$ cat config.mk
export PLATFORM = sky130hd
export DESIGN_NAME = rr_arbiter9
export DESIGN_NICKNAME = d
export VERILOG_FILES = /design/src/rtl/rr_arbiter9.sv
export SDC_FILE = /design/constraint.sdc
export NUM_CORES = 1
export LEC_CHECK = 0
export CORE_AREA = 2 2 120 122
export CTS_CLUSTER_SIZE = 10
export DETAILED_ROUTE_END_ITERATION = 10
export DIE_AREA = 0 0 122 124
export PLACE_DENSITY = 0.76
export SETUP_SLACK_MARGIN = 0.15
export SLEW_MARGIN = 20
export SYNTH_ARGS = -nofsm -noshare
export SYNTH_HDL_FRONTEND = slang
export SYNTH_SLANG_ARGS = --single-unit
$ cat constraint.sdc
create_clock -name clk -period 3.99 [get_ports clk]
set_input_delay 0.5985 -clock clk [delete_from_list [all_inputs] [get_ports clk]]
set_output_delay 0.5985 -clock clk [all_outputs]
set_load 0.02 [all_outputs]
$ cat src/rtl/rr_arbiter9.sv
// ============================================================================
// Module      : rr_arbiter9
// Description : Round-robin arbiter sharing one 16-bit bus among 9 requesters,
//               holding each grant for a burst under a valid/ready handshake.
// Revision    : 1.0 - initial release
// ============================================================================
`default_nettype none

module rr_arbiter9 #(
    parameter int unsigned BURST  = 4,
    parameter logic [15:0] IDLE_W = 16'hFFFF
) (
    input  logic         clk,
    input  logic         reset,
    input  logic [8:0]   req,
    input  logic [8:0]   last,
    input  logic [143:0] in_data,
    input  logic         out_ready,
    output logic         out_valid,
    output logic [15:0]  out_data,
    output logic [3:0]   sel,
    output logic [8:0]   grant,
    output logic [8:0]   ack
);

    localparam int unsigned c_NREQ     = 9;
    localparam logic [0:0]  c_IDLE     = 1'b0;
    localparam logic [0:0]  c_GRANT    = 1'b1;
    localparam logic [3:0]  c_SEL_IDLE = 4'd15;
    localparam logic [3:0]  c_LAST_BT  = 4'(BURST - 1);

    logic [0:0]  r_state;
    logic [3:0]  r_sel;
    logic [8:0]  r_grant;
    logic [3:0]  r_ptr;
    logic [3:0]  r_beat_cnt;

    logic [3:0]  w_scan_idx [c_NREQ];
    logic [15:0] w_masked   [c_NREQ];
    logic        w_pick_valid;
    logic [3:0]  w_pick;
    logic        w_req_sel;
    logic        w_last_sel;
    logic        w_beat;
    logic        w_release;
    logic [15:0] w_word;
    logic [3:0]  w_next_ptr;

    // Candidate order for this arbitration: ptr, ptr+1, ... wrapping mod 9.
    generate
        for (genvar k = 0; k < c_NREQ; k++) begin : g_scan
            logic [4:0] w_sum;
            assign w_sum         = {1'b0, r_ptr} + 5'(k);
            assign w_scan_idx[k] = (w_sum >= 5'd9) ? 4'(w_sum - 5'd9) : w_sum[3:0];
        end
    endgenerate

    // Walk the order backwards so the closest requester to ptr wins last.
    always_comb begin
        w_pick_valid = 1'b0;
        w_pick       = 4'd0;
        for (int k = c_NREQ - 1; k >= 0; k--) begin
            if (req[w_scan_idx[k]]) begin
                w_pick_valid = 1'b1;
                w_pick       = w_scan_idx[k];
            end
        end
    end

    generate
        for (genvar i = 0; i < c_NREQ; i++) begin : g_mux
            assign w_masked[i] = in_data[16*i +: 16] & {16{r_grant[i]}};
        end
    endgenerate

    // grant is one-hot, so an AND-OR reduction is the 9:1 select.
    always_comb begin
        w_word = 16'd0;
        for (int i = 0; i < c_NREQ; i++) begin
            w_word = w_word | w_masked[i];
        end
    end

    assign w_req_sel  = |(req & r_grant);
    assign w_last_sel = |(last & r_grant);
    assign w_beat     = out_valid & out_ready;
    assign w_release  = (w_beat & (w_last_sel | (r_beat_cnt == c_LAST_BT))) | ~w_req_sel;
    assign w_next_ptr = (r_sel == 4'd8) ? 4'd0 : r_sel + 4'd1;

    assign out_valid = (r_state == c_GRANT) & w_req_sel;
    assign out_data  = (r_state == c_GRANT) ? w_word : IDLE_W;
    assign ack       = {c_NREQ{w_beat}} & r_grant;
    assign sel       = r_sel;
    assign grant     = r_grant;

    always_ff @(posedge clk) begin
        if (reset) begin
            r_state    <= c_IDLE;
            r_sel      <= c_SEL_IDLE;
            r_grant    <= 9'd0;
            r_ptr      <= 4'd0;
            r_beat_cnt <= 4'd0;
        end else begin
            case (r_state)
                c_IDLE: begin
                    if (w_pick_valid) begin
                        r_state    <= c_GRANT;
                        r_sel      <= w_pick;
                        r_grant    <= 9'd1 << w_pick;
                        r_beat_cnt <= 4'd0;
                    end
                end
                c_GRANT: begin
                    if (w_release) begin
                        r_state    <= c_IDLE;
                        r_sel      <= c_SEL_IDLE;
                        r_grant    <= 9'd0;
                        r_ptr      <= w_next_ptr;
                        r_beat_cnt <= 4'd0;
                    end else if (w_beat) begin
                        r_beat_cnt <= r_beat_cnt + 4'd1;
                    end
                end
                default: begin
                    r_state <= c_IDLE;
                    r_sel   <= c_SEL_IDLE;
                    r_grant <= 9'd0;
                end
            endcase
        end
    end

`ifndef SYNTHESIS
    a_grant_onehot : assert property (@(posedge clk) disable iff (reset)
        $onehot0(r_grant));
    a_sel_range : assert property (@(posedge clk) disable iff (reset)
        (r_sel <= 4'd8) || (r_sel == c_SEL_IDLE));
`endif

endmodule

`default_nettype wire

# [Word-level counts from Yosys, hierarchy flattened]
# Index checks and enable logic that the tools add are counted.
# W data, S select, Z words.
[totals] register_bits=22 wordCells=140
[op_classes] add_sub_neg=19 n_lt_le_gt_ge=18 n_eq_ne=5 n_shift=1 n_mux=60 n_bitwise=27 reduce_logical=5
[op_table] op="$and A16 B16 Y16" n=9
[op_table] op="$or A16 B16 Y16" n=8
[op_table] op="$mux W4" n=24
[op_table] op="$lt A4 B5 Y1 const B" n=9
[op_table] op="$ge A5 B4 Y1 const B" n=8
[op_table] op="$bmux W1 S4" n=9
[op_table] op="$sub A4 B4 Y4 const B" n=9
[op_table] op="$and A9 B9 Y9" n=3
[op_table] op="$add A4 B3 Y5 const B" n=4
[op_table] op="$mux W1" n=20
[op_table] op="$mux W9" n=2
[op_table] op="$pmux W9 S2" n=1
[op_table] op="$reduce_or A9 Y1" n=2
[op_table] op="$mux W16" n=1
[op_table] op="$pmux W4 S2" n=2
[op_table] op="$add A4 B2 Y5 const B" n=2
[op_table] op="$shl A1 B4 Y9 const A" n=1
[op_table] op="$add A4 B1 Y4 const B" n=2
[op_table] op="$reduce_and A2 Y1" n=3
[op_table] op="$add A4 B1 Y5 const B" n=1
[op_table] op="$add A4 B4 Y5 const B" n=1
[op_table] op="$eq A4 B2 Y1 const B" n=1
[op_table] op="$eq A4 B4 Y1 const B" n=1
[op_table] op="$ge A4 B4 Y1 const B" n=1
[op_table] op="7 further kinds" n=11

# [Logic depth before layout (Yosys ltp)]
# Gate-level depths: netlist (run 1).
[depth] ltp_word=17 depth_mapped=21 mapped_depth_nobuf=13

# [Worst setup path after synthesis (run 1)]
# OpenSTA, ideal clock, no wires.
[synth_path] kind="reg-to-reg" from="register r_ptr[2]" to="register r_grant[2] (netlist: grant[2])" setup_time_ns=0.092 t_arrival_ns=4.166 required_ns=3.898 slack_ns=-0.268 path_stages_with_launch=21 path_buffers=8 cell_sequence="dfxtp_1 > buf_2 > buf_2 > inv_1 > buf_2 > ha_1 > buf_2 > nor2b_1 > o21a_1 > buf_6 > o221ai_1 > a221oi_1 > nor4b_1 > or2_1 > or4_1 > buf_2 > o31ai_4 > buf_4 > nand2_2 > buf_4 > o32ai_1"
[synth_between] elab_chain_len=17 elab_cells_between_ends=76 cone_classes="add/sub (17); order compare (9); eq/ne (1); shift (1); mux (47); reduce/logical (1)"
[synth_rtl] item="start: declaration" line_no="35" rtl="logic [3:0] r_ptr;"
[synth_rtl] item="start signal: assignment" line_no="118" rtl="r_ptr <= w_next_ptr;"
[synth_rtl] item="$add A4 B4 Y5" line_no="53" rtl="assign w_sum = {1'b0, r_ptr} + 5'(k);"
[synth_rtl] item="$sub A4 B4 Y4 or $ge A5 B4 Y1 (tied branches)" line_no="54" rtl="assign w_scan_idx[k] = (w_sum >= 5'd9) ? 4'(w_sum - 5'd9) : w_sum[3:0];"
[synth_rtl] item="$mux W4" line_no="54"
[synth_rtl] item="$bmux W1 S4" line_no="63" rtl="if (req[w_scan_idx[k]]) begin"
[synth_rtl] item="$mux W1 (implied by the code)" line_no="63"
[synth_rtl] item="$mux W4 (9 in a row)" line_no="63"
[synth_rtl] item="$shl A1 B4 Y9" line_no="109" rtl="r_grant <= 9'd1 << w_pick;"
[synth_rtl] item="$mux W9" line_no="106" rtl="if (w_pick_valid) begin"
[synth_rtl] item="$pmux W9 S2" line_no="104" rtl="case (r_state)"
[synth_rtl] item="end signal: assignment" line_no="109"
[synth_rtl] item="end: declaration" line_no="34" rtl="logic [8:0] r_grant;"
# Several ways; a longest one is shown, not always the timed one. The select of a mux whose other input is x is not followed.
# A chain may end at the register's enable or synchronous reset.

# [Final worst setup path (run 1)]
[layout_path] from="register r_ptr[1]" to="register r_grant[1] (netlist: grant[1])"
# The elaborated chain is that of the path after synthesis.

==> results.yml, run 1 <==
global_route:
  grt_pass1_vias: 7373
  grt_pass1_wl_um: 42000
  grt_max_degree: 47
  grt_overflow: 0
  grt_usage_pct: 35.7
  antenna_found_initial: 1
setup_path:
  r2r_setup_slack_ns: 0.14
  cp_slowest_cell: "or4b_4"
  crit-reg2reg-capture: "grant[1]"
  worstPathArrival_ns: 4.01
  crit_top_cell: "buf_4"
  crit_family: "simple AND/OR/NAND/NOR gates"
  required_ns: 4.15
  crit_cells: 14
  rr_startpoint: "r_ptr[1]"
  path_class: "register to register"
  critPathCaptureType: "register"
  ff2ff_path_depth: 14
  startpoint_type: "register"
  cp_num_buf_inv: 3
  slowest_delay_ns: 0.54
  crit_chain: "buf_4, ha_1, buf_4, a21o_1, or3_1, and3_1, mux2i_1, o211a_1, buf_4, nor3_2, nand4b_1, o221ai_2, or4b_4, o32ai_2"
  crit_fanout: 6
detailed_routing:
  post_drt_wl_per_cell_um: 23.5
  highest_layer: "met5"
  wl_um: 29600
  drcViolationCount: 0
  wl_met1_um: 12000
  vias: 8214
  ant_nets: 0
  route.met2.wl_um: 13200
  first_iter_violations: 1032
  met3_length_um: 3190
  firstDrtPassIters: 5
  vias_per_cell: 6.51
pwr:
  p_leak_nw: 3.46
  ir_worst_vdd_mv: 0.630
  powerDensity_mw_per_mm2: 989
synthesis:
  ys_ff_latch: 22
  yosysUniqueCellTypes: 93
  synth-edff-count: 0
  ys_seq_area_share_pct: 7.60
  syn_inst: 827
  syn-cell-area_sq_mm: 0.00580
  synthFlopType: "dfxtp_1"
  ys_async_sr_fraction_pct: 0
  synth.avg_cell_area_sq_um: 7.01
  yosys_warnings: 0
  synth_fp_nets: 1014
clocking:
  ctsHoldBuffers: 0
  h-tree-depth: 1
  cts_buffers: 3
  cts_tree: "yes"
  root_buffer: "clkbuf_16"
  insertion_delay_ns: 0.25
  clock-sinks: 22
  clockBufferDepth: 2
  clk_pin_slew_worst_paths_ns: 0.06
die:
  initial_core_util_pct: 42.2
  num_rows: 43
  dieArea_sq_mm: 0.0151
  core_sq_mm: 0.0137
  die_y_um: 124
  die_width_um: 122
  io_pins: 204
flow_run:
  max_cap_violations: 0
sta:
  fin_tns_setup_ns: 0
  holdWs_ns: 0.483
  rsz0062_at_grt: "true"
  hold_violations: 0
  finalClockSkew_ns: 0.00297
  finalCritPeriodShare_pct: 96.5
  tightest_slew_ns: 0.857
  finalSetupViolCount: 0
  setup_slack_ns: 0.138
  max_freq_mhz: 260
  period_minus_slack_ns: 3.85
  maxSlewHeadroom_pct: 42.8
  final_max_slew_viol_count: 0
cells_and_area:
  mostFrequentLayoutCell: "clkdlybuf4s50_1"
  drive_gt1_share_pct: 22.1
  fin_util_pct: 68.0
  nets: 1269
  layout_common_cells: "clkdlybuf4s50_1 (201), buf_4 (107), nand2_1 (76), a22oi_1 (54), nand3_1 (53)"
  syn2layout_area_growth_pct: 61.0
  final_cell_area_sq_mm: 0.00933
  insertedDiodeCount: 0
hold_path:
  holdPathStages: 2
  whs_endpoint: "r_beat_cnt[1]"
  hold_path_startpoint: "r_beat_cnt[1]"
  holdCritPathClass: "register to register"
placement:
  dp_hpwl_um: 22200
  port_buffers: 203
  gp_congestion: 1.01
  place_area_sq_mm: 0.00858
  dpl_worst_slack_ns: 0.00292
status:
  status: "finished clean"
-- per-layer routing --
layer	up-vias	track usage, %
met4	2	12.1
met2	538	55.0
li1	3711	-
met5	-	0
met1	3855	48.9
met3	108	8.20
-- area by class of cell --
class                           instances  area (sq um)
Tap cell                              180           225
Timing Repair inverter                  1          7.51
Inverter                               27           111
Fill cell                            1184          4390
Multi-Input combinational cell        702          5380
Sequential cell                        22           449
Clock buffer                            4           100
Timing Repair Buffer                  325          3060
-- how the worst max path moves through the flow --
stage	start	endpoint	slack (ns)
2_1_floorplan	r_ptr[2]	grant[3]	0.16
3_3_place_gp	r_ptr[1]	grant[5]	0.02
3_5_place_dp	r_ptr[1]	grant[5]	0.003
4_1_cts	r_ptr[1]	grant[3]	0.16
5_1_grt	r_ptr[2]	grant[1]	-0.03
6_report	r_ptr[1]	grant[1]	0.14
-- tightest hold or removal path: cells and delay by family, from the launching register on --
kind	cells	cell delay [ns]
AND/OR/NAND/NOR	1	0.06
AO/OA/AOI/OAI	1	0.05
flip-flops	1	0.33
-- sequential cells by signal (all words and copies together), names as in the netlist --
register	flops
r_beat_cnt	4
r_ptr	4
grant	9
r_state	1
sel	4
-- Yosys cell counts (5+ instances only) --
master	number	share of area, %
nor4_1	5	0.54
xnor2_1	22	3.3
o21ai_0	34	2.9
nor3_1	21	1.8
o31ai_1	8	1.0
a211oi_1	11	1.4
nand2b_1	19	2.1
nor2b_1	9	0.97
clkbuf_1	33	2.1
buf_4	8	1.0
nand2_1	78	5.1
mux2i_1	31	5.4
mux2_2	10	1.9
a31oi_1	15	1.6
o22ai_1	5	0.54
buf_2	22	1.9
a22oi_1	55	7.1
buf_6	5	0.97
nand3_1	55	4.7
o211ai_1	8	1.0
o221ai_1	6	0.91
and2_1	13	1.4
o32ai_1	9	1.4
a221oi_1	22	3.3
and3_1	5	0.54
a21oi_1	43	3.7
a21o_1	8	1.0
nor2_1	51	3.3
ha_1	22	4.7
inv_1	27	1.7
or3_1	10	1.1
buf_1	8	0.52
dfxtp_1	22	7.6
nor4b_1	5	0.76
nand4_1	10	1.1
-- stage by stage --
stage                     instances  power (mW)
after floorplan                 827        4.94
after global placement         1232        7.37
after detailed placement       1232        7.40
after CTS                      1239        7.86
after global routing           1261        9.70
final                          1261        9.23
-- what timing repair did --
item	in CTS	in global routing
setup buffers	2	22
gates cloned	1	0
resized for setup	12	81
setup endpoints to repair	14	23
pin swaps	1	22
-- power breakdown --
group	leakage, nW	switching, mW	internal, mW
registers	0.182	0.123	0.294
logic	3.23	4.68	3.88
clock network	0.0493	0.0813	0.174
total	3.46	4.89	4.35
-- cell families after synthesis --
kind of cell	synth area share (%)
buffers and inverters	8.31
xor gates and xnor gates	4.21
and+or+nand+nor	27.2
AOI/OAI and AO/OA	39.5
DFF	7.60
muxes	8.46
adders and majority gates	4.75
Power figures use the tool's default switching activity.
==> run 2: changes to the inputs <==
SLEW_MARGIN = 10   (was 20)
==> results of run 2 <==
Same layout as run 1: the final DEF is identical, and so are final timing and power.
